[config.mk]
export PLATFORM = sky130hd
export DESIGN_NAME = sys_array_feeder
export DESIGN_NICKNAME = d
export VERILOG_FILES = /design/src/rtl/neurex_mmu_pkg.sv /design/src/rtl/sys_array_feeder_skew_line.sv /design/src/rtl/sys_array_feeder.sv
export SDC_FILE = /design/constraint.sdc
export NUM_CORES = 1
export LEC_CHECK = 0
export CORE_AREA = 2 2 411 413
export CTS_CLUSTER_SIZE = 30
export DETAILED_ROUTE_END_ITERATION = 16
export DIE_AREA = 0 0 413 415
export SYNTH_ARGS = -nofsm -noshare
export SYNTH_HDL_FRONTEND = slang
export SYNTH_SLANG_ARGS = --single-unit
[constraint.sdc]
create_clock -name clk -period 2.81 [get_ports clk]
set_clock_uncertainty 0.1 [all_clocks]
set_input_delay 0.4215 -clock clk [delete_from_list [all_inputs] [get_ports clk]]
set_output_delay 0.4215 -clock clk [all_outputs]
set_load 0.005 [all_outputs]
[src/rtl/neurex_mmu_pkg.sv]
// neurex_mmu_pkg
//   Shared definitions for the MMU operand feeder.
//   - feeder_state_t : feeder FSM state encoding
//   - *_DEF          : default array geometry and operand width
//   - derived widths : total activation / weight bus widths, load-counter width
//   - cnt_bits()     : counter width able to index n items (minimum 1 bit)
package neurex_mmu_pkg;

    typedef enum logic [1:0] {
        ST_IDLE   = 2'd0,
        ST_LOAD   = 2'd1,
        ST_STREAM = 2'd2,
        ST_FLUSH  = 2'd3
    } feeder_state_t;

    function automatic int cnt_bits(input int n);
        return (n > 1) ? $clog2(n) : 1;
    endfunction

    localparam int SYS_ROW_DEF    = 16;
    localparam int SYS_COL_DEF    = 16;
    localparam int DATA_WIDTH_DEF = 16;

    localparam int ACT_WIDTH_DEF  = SYS_ROW_DEF * DATA_WIDTH_DEF;
    localparam int WGT_WIDTH_DEF  = SYS_COL_DEF * DATA_WIDTH_DEF;
    localparam int CNT_WIDTH_DEF  = cnt_bits(SYS_ROW_DEF);

endpackage

[src/rtl/sys_array_feeder_skew_line.sv]
// skew_line
//   DEPTH-stage, WIDTH-bit shift register that advances every cycle.
//   DEPTH=0 degenerates to a plain wire.
// Ports:
//   clk  - clock
//   rstn - asynchronous active-low clear of every stage
//   din  - data into stage 0
//   dout - data out of the last stage (din when DEPTH=0)
module skew_line #(
    parameter int DEPTH = 1,
    parameter int WIDTH = 16
) (
    input  logic             clk,
    input  logic             rstn,
    input  logic [WIDTH-1:0] din,
    output logic [WIDTH-1:0] dout
);

    generate
        if (DEPTH == 0) begin : g_wire
            logic unused_clk_rst;
            assign unused_clk_rst = clk ^ rstn;
            assign dout = din;
        end else begin : g_shift
            logic [WIDTH-1:0] taps_reg [DEPTH];

            always_ff @(posedge clk or negedge rstn) begin
                if (!rstn) begin
                    for (int i = 0; i < DEPTH; i++) begin
                        taps_reg[i] <= '0;
                    end
                end else begin
                    taps_reg[0] <= din;
                    for (int i = 1; i < DEPTH; i++) begin
                        taps_reg[i] <= taps_reg[i-1];
                    end
                end
            end

            assign dout = taps_reg[DEPTH-1];
        end
    endgenerate

endmodule

[src/rtl/sys_array_feeder.sv]
// sys_array_feeder
//   Feeds a weight-stationary systolic array: shifts SYS_ROW weight rows in
//   through the top of the array, then streams activation vectors through a
//   diagonal skew (row r delayed r cycles) and drains the skew with zeros.
//   Assumes SYS_ROW >= 2.
// Ports:
//   clk, rstn          - clock, asynchronous active-low reset
//   start              - begins a tile (ignored while busy)
//   w_keep             - only with SYS_FEEDER_WREUSE_EN: start skips LOAD
//   w_valid/w_ready    - weight-row handshake, w_data one row
//   a_valid/a_ready    - activation handshake, a_data one vector, a_last ends tile
//   busy, done         - status; done pulses once at end of FLUSH
//   arr_en             - valid token for array row 0
//   arr_w_wen/arr_w_in - per-column weight shift enable and weight row
//   arr_in             - skewed activations
// Configuration macro: SYS_FEEDER_WREUSE_EN (adds w_keep / weight reuse).
module sys_array_feeder
    import neurex_mmu_pkg::*;
#(
    parameter int SYS_ROW    = SYS_ROW_DEF,
    parameter int SYS_COL    = SYS_COL_DEF,
    parameter int DATA_WIDTH = DATA_WIDTH_DEF
) (
    input  logic                          clk,
    input  logic                          rstn,
    input  logic                          start,
`ifdef SYS_FEEDER_WREUSE_EN
    input  logic                          w_keep,
`endif
    input  logic                          w_valid,
    output logic                          w_ready,
    input  logic [SYS_COL*DATA_WIDTH-1:0] w_data,
    input  logic                          a_valid,
    output logic                          a_ready,
    input  logic [SYS_ROW*DATA_WIDTH-1:0] a_data,
    input  logic                          a_last,
    output logic                          busy,
    output logic                          done,
    output logic                          arr_en,
    output logic [SYS_COL-1:0]            arr_w_wen,
    output logic [SYS_COL*DATA_WIDTH-1:0] arr_w_in,
    output logic [SYS_ROW*DATA_WIDTH-1:0] arr_in
);

    localparam int ACT_W = SYS_ROW * DATA_WIDTH;
    localparam int WGT_W = SYS_COL * DATA_WIDTH;
    localparam int CNT_W = cnt_bits(SYS_ROW);
    localparam logic [CNT_W-1:0] LOAD_LAST  = CNT_W'(SYS_ROW - 1);
    localparam logic [CNT_W-1:0] FLUSH_LAST = CNT_W'(SYS_ROW - 2);

    feeder_state_t     state_reg, state_next;
    logic [CNT_W-1:0]  cnt_reg, cnt_next;
    logic              done_reg, done_next;
    logic              keep;
    logic              w_fire, a_fire;

    logic [WGT_W-1:0]   w_in_reg;
    logic [SYS_COL-1:0] w_wen_reg;
    logic [ACT_W-1:0]   stage_reg;
    logic               tok_reg;

`ifdef SYS_FEEDER_WREUSE_EN
    assign keep = w_keep;
`else
    assign keep = 1'b0;
`endif

    assign w_fire = w_valid && w_ready;
    assign a_fire = a_valid && a_ready;

    // State register
    always_ff @(posedge clk or negedge rstn) begin
        if (!rstn) begin
            state_reg <= ST_IDLE;
            cnt_reg   <= '0;
            done_reg  <= 1'b0;
        end else begin
            state_reg <= state_next;
            cnt_reg   <= cnt_next;
            done_reg  <= done_next;
        end
    end

    // Next-state logic. cnt_reg counts weight accepts in LOAD and elapsed
    // cycles in FLUSH.
    always_comb begin
        state_next = state_reg;
        cnt_next   = cnt_reg;
        done_next  = 1'b0;
        case (state_reg)
            ST_IDLE: begin
                // done_reg keeps busy high for one cycle after FLUSH, so a
                // start in that cycle is dropped.
                if (start && !done_reg) begin
                    state_next = keep ? ST_STREAM : ST_LOAD;
                    cnt_next   = '0;
                end
            end
            ST_LOAD: begin
                if (w_fire) begin
                    if (cnt_reg == LOAD_LAST) begin
                        cnt_next   = '0;
                        state_next = ST_STREAM;
                    end else begin
                        cnt_next = cnt_reg + 1'b1;
                    end
                end
            end
            ST_STREAM: begin
                if (a_fire && a_last) begin
                    cnt_next   = '0;
                    state_next = ST_FLUSH;
                end
            end
            ST_FLUSH: begin
                if (cnt_reg == FLUSH_LAST) begin
                    cnt_next   = '0;
                    done_next  = 1'b1;
                    state_next = ST_IDLE;
                end else begin
                    cnt_next = cnt_reg + 1'b1;
                end
            end
            default: state_next = ST_IDLE;
        endcase
    end

    // Output logic
    always_comb begin
        w_ready = (state_reg == ST_LOAD);
        a_ready = (state_reg == ST_STREAM);
        busy    = (state_reg != ST_IDLE) || done_reg;
        done    = done_reg;
    end

    // Weight path and skew input stage. Non-accept cycles load zeros with a
    // zero token, which both forms bubbles in STREAM and drains in FLUSH.
    always_ff @(posedge clk or negedge rstn) begin
        if (!rstn) begin
            w_in_reg  <= '0;
            w_wen_reg <= '0;
            stage_reg <= '0;
            tok_reg   <= 1'b0;
        end else begin
            w_wen_reg <= {SYS_COL{w_fire}};
            if (w_fire) begin
                w_in_reg <= w_data;
            end
            stage_reg <= a_fire ? a_data : '0;
            tok_reg   <= a_fire;
        end
    end

    assign arr_w_wen = w_wen_reg;
    assign arr_w_in  = w_in_reg;
    assign arr_en    = tok_reg;

    // Row r gets r extra cycles of delay behind the input stage.
    genvar gi;
    generate
        for (gi = 0; gi < SYS_ROW; gi++) begin : g_row
            skew_line #(
                .DEPTH (gi),
                .WIDTH (DATA_WIDTH)
            ) u_skew (
                .clk  (clk),
                .rstn (rstn),
                .din  (stage_reg[gi*DATA_WIDTH +: DATA_WIDTH]),
                .dout (arr_in[gi*DATA_WIDTH +: DATA_WIDTH])
            );
        end
    endgenerate

endmodule
==> reports/qor.yml <==
status: "finished clean"
wl_met1_mm: 62.9
p_per_area_nw_per_um2: 979
fin_util_pct: 54.2
max_freq_mhz: 375
ys_seq_area_share_pct: 89.8
leakagePower_nw: 44.9
routed_via_density: 4.29
r2r_cells: 7
timing.rr.end: "arr_w_in[134]"
hold_viol: 0
synth.mux.area_fraction_pct: 4.29
startpoint: "state_reg[1]"
rrSetupSlack_ps: 540
rows: 150
wl_per_cell_um: 21.9
period_share_pct: 94.8
worstMarginPinSlew_ps: 859
avgSynthCellArea_um2: 20.5
setup_slack_ps: 146
tns_ps: 0
setup_viol: 0
die-width_um: 413
grt.total_usage_pct: 18.3
worst_ep_arrival_time_ps: 2140
antenna_found_initial: 52
cts_buffers: 228
synth-edff-count: 0
maxUsedRoutingLayer: "met5"
grt_max_degree: 145
portBuffers: 1050
reg2reg_from: "state_reg[1]"
yosys.area_share.xor_xnor_pct: 0
hp-class: "input pin to async pin"
synth_compound_area_share_pct: 0.108
vias: 29855
yosysWarningCount: 0
worstPathRequired_ps: 2290
rsz0062_at_grt: "no"
path_max_fanout: 4
slew_headroom_pct: 42.7
synth_ff_type: "dfrtp_1"
htree_levels: 4
pre_cts_ws_ps: 294
synth_most_common_cell: "dfrtp_1"
cts.sinks: 2441
cts_tree: "yes"
synth_top_family_by_area: "multiplexers"
clockBufferDepth: 3
cts_root_buf: "clkbuf_16"
syn_inst: 3321
wirelength_mm: 152
async_reset_ff_share_pct: 100
met3RoutedLength_mm: 8.72
ys_seq_elements: 2441
layout-drive-gt1-share_pct: 16.2
route.detailed.drc: 0
min_period_ps: 2660
synthAdderAreaFrac_pct: 0.147
start_util_pct: 40.8
hpwl_mm: 107
num-fill-cells: 12981
die_area_um2: 171000
design.core.area_um2: 167000
die_h_um: 415
dr.pass1.iters: 5
io_pins: 1051
slew_viol_final: 0
critPathKind: "flop to primary output"
syn_nets: 3847
insertion_delay_ps: 850
clk_pin_slew_worst_paths_ps: 60
maxCapViolations: 0
drtIter0Drc: 1638
nets: 5070
synth_area_um2: 68000
max-vdd-ir-drop_mv: 0.673
cp-start-kind: "flop"
syn_to_final_growth_pct: 32.8
gp_congestion: 0.875
synth-simple-area-share_pct: 2.49
worst_setup_path_end_kind: "primary output"
wl_met2_mm: 76.3
synth_area_leaders: "dfrtp_1 90%, mux2_2 4.3%, buf_4 2.6%"
synth_common_cells: "2441 x dfrtp_1, 257 x and3_1, 257 x mux2_2"
antenna_left: 0
synth_top_area_share_pct: 89.8
post-synth-top-area-cell: "dfrtp_1"
grt-ovfl-total: 0
grt_pass1_wl_mm: 225
grt_pass1_vias: 32684
synthDistinctLibCells: 29
largest_reg_flops: 1680
-- area by class of cell --
cell class | instances | area, um^2 | area share (%)
well taps | 2204 | 2760 | 3.05
inverters | 7 | 26.3 | 0.0291
flip-flops and latches | 2441 | 61100 | 67.6
diodes | 15 | 37.5 | 0.0415
multi-input cells | 548 | 4810 | 5.33
clock inverters | 95 | 1360 | 1.50
repair buffers | 1318 | 13700 | 15.1
clock buffers | 335 | 6660 | 7.37
-- cells by family (layout without fill, tap and decap cells) --
family                     Yosys count  after routing
muxes                              259            259
other                                0             15
adders and majority gates            8              8
DFF                               2441           2441
buffers and inverters              332           1755
and+or+nand+nor                    271            271
AOI/OAI and AO/OA                   10             10
-- layer usage --
| layer | vias to the layer above | GRT usage, % |
|---|---|---|
| met3 | 284 | 4.89 |
| met1 | 15804 | 24.0 |
| met4 | 18 | 5.49 |
| met2 | 797 | 29.9 |
| met5 | - | 0 |
| li1 | 12952 | - |
-- stage by stage --
| step | total power, W | std cells | cell area, um^2 | hold WS, ps |
|---|---|---|---|---|
| final | 0.0885 | 6963 | 90400 | 54.1 |
| after detailed placement | 0.0575 | 6374 | 80900 | 235 |
| after CTS | 0.0899 | 6947 | 90300 | 0.211 |
| after floorplan | 0.0482 | 3321 | 68000 | 25.9 |
| after global placement | 0.0572 | 6374 | 80900 | 231 |
| after global routing | 0.0926 | 6954 | 90400 | 24.1 |
-- power breakdown --
part / switching [W] / total [W] / internal [W] / leakage (nW)
Combinational: 0.00516 / 0.0127 / 0.00755 / 8.06
Clock: 0.0131 / 0.0317 / 0.0186 / 3.92
Sequential: 0.00257 / 0.0441 / 0.0415 / 32.9
Total: 0.0208 / 0.0885 / 0.0677 / 44.9
-- layout by cell type, fill, tap and decap left out, drive strengths merged --
cell type and count:
a21oi 1, a221oi 1, a222oi 1, a22o 2, a2bb2oi 1, a31oi 1
and2 2, and3 257, and4 1, buf 128, bufinv 23, clkbuf 335
clkdlybuf4s50 1047, clkinv 56, clkinvlp 10, dfrtp 2441, diode 15, dlygate4sd2 1
dlygate4sd3 142, ha 8, inv 13, mux2 258, mux2i 1, nand2 2
nand2b 3, nand3 1, nor2 3, nor3 1, nor3b 1, o211ai 1
o21ai 2
-- worst max-delay path: stages, from the launching register on --
cell	delay (ps)
dfrtp_1	440
inv_1	160
ha_4	220
clkdlybuf4s50_1	530
-- worst max path at each step --
| stage | depth (start not counted) | end |
|---|---|---|
| finish | 3 | w_ready |
| global route | 3 | w_ready |
| CTS | 3 | w_ready |
| detailed placement | 6 | arr_w_in[134] |
| global placement | 6 | arr_w_in[146] |
| floorplan | 6 | state_reg[1] |
-- what timing repair did --
item | in CTS | in global routing
buffers inserted | 1 | 1
pin swaps | 1 | 0
resized for setup | 3 | 0
hold buffers | 142 | 0
endpoints found under the setup margin | 2 | 1
hold endpoints to repair | 806 | 0
Note: power is estimated with default switching activity, not from simulation.
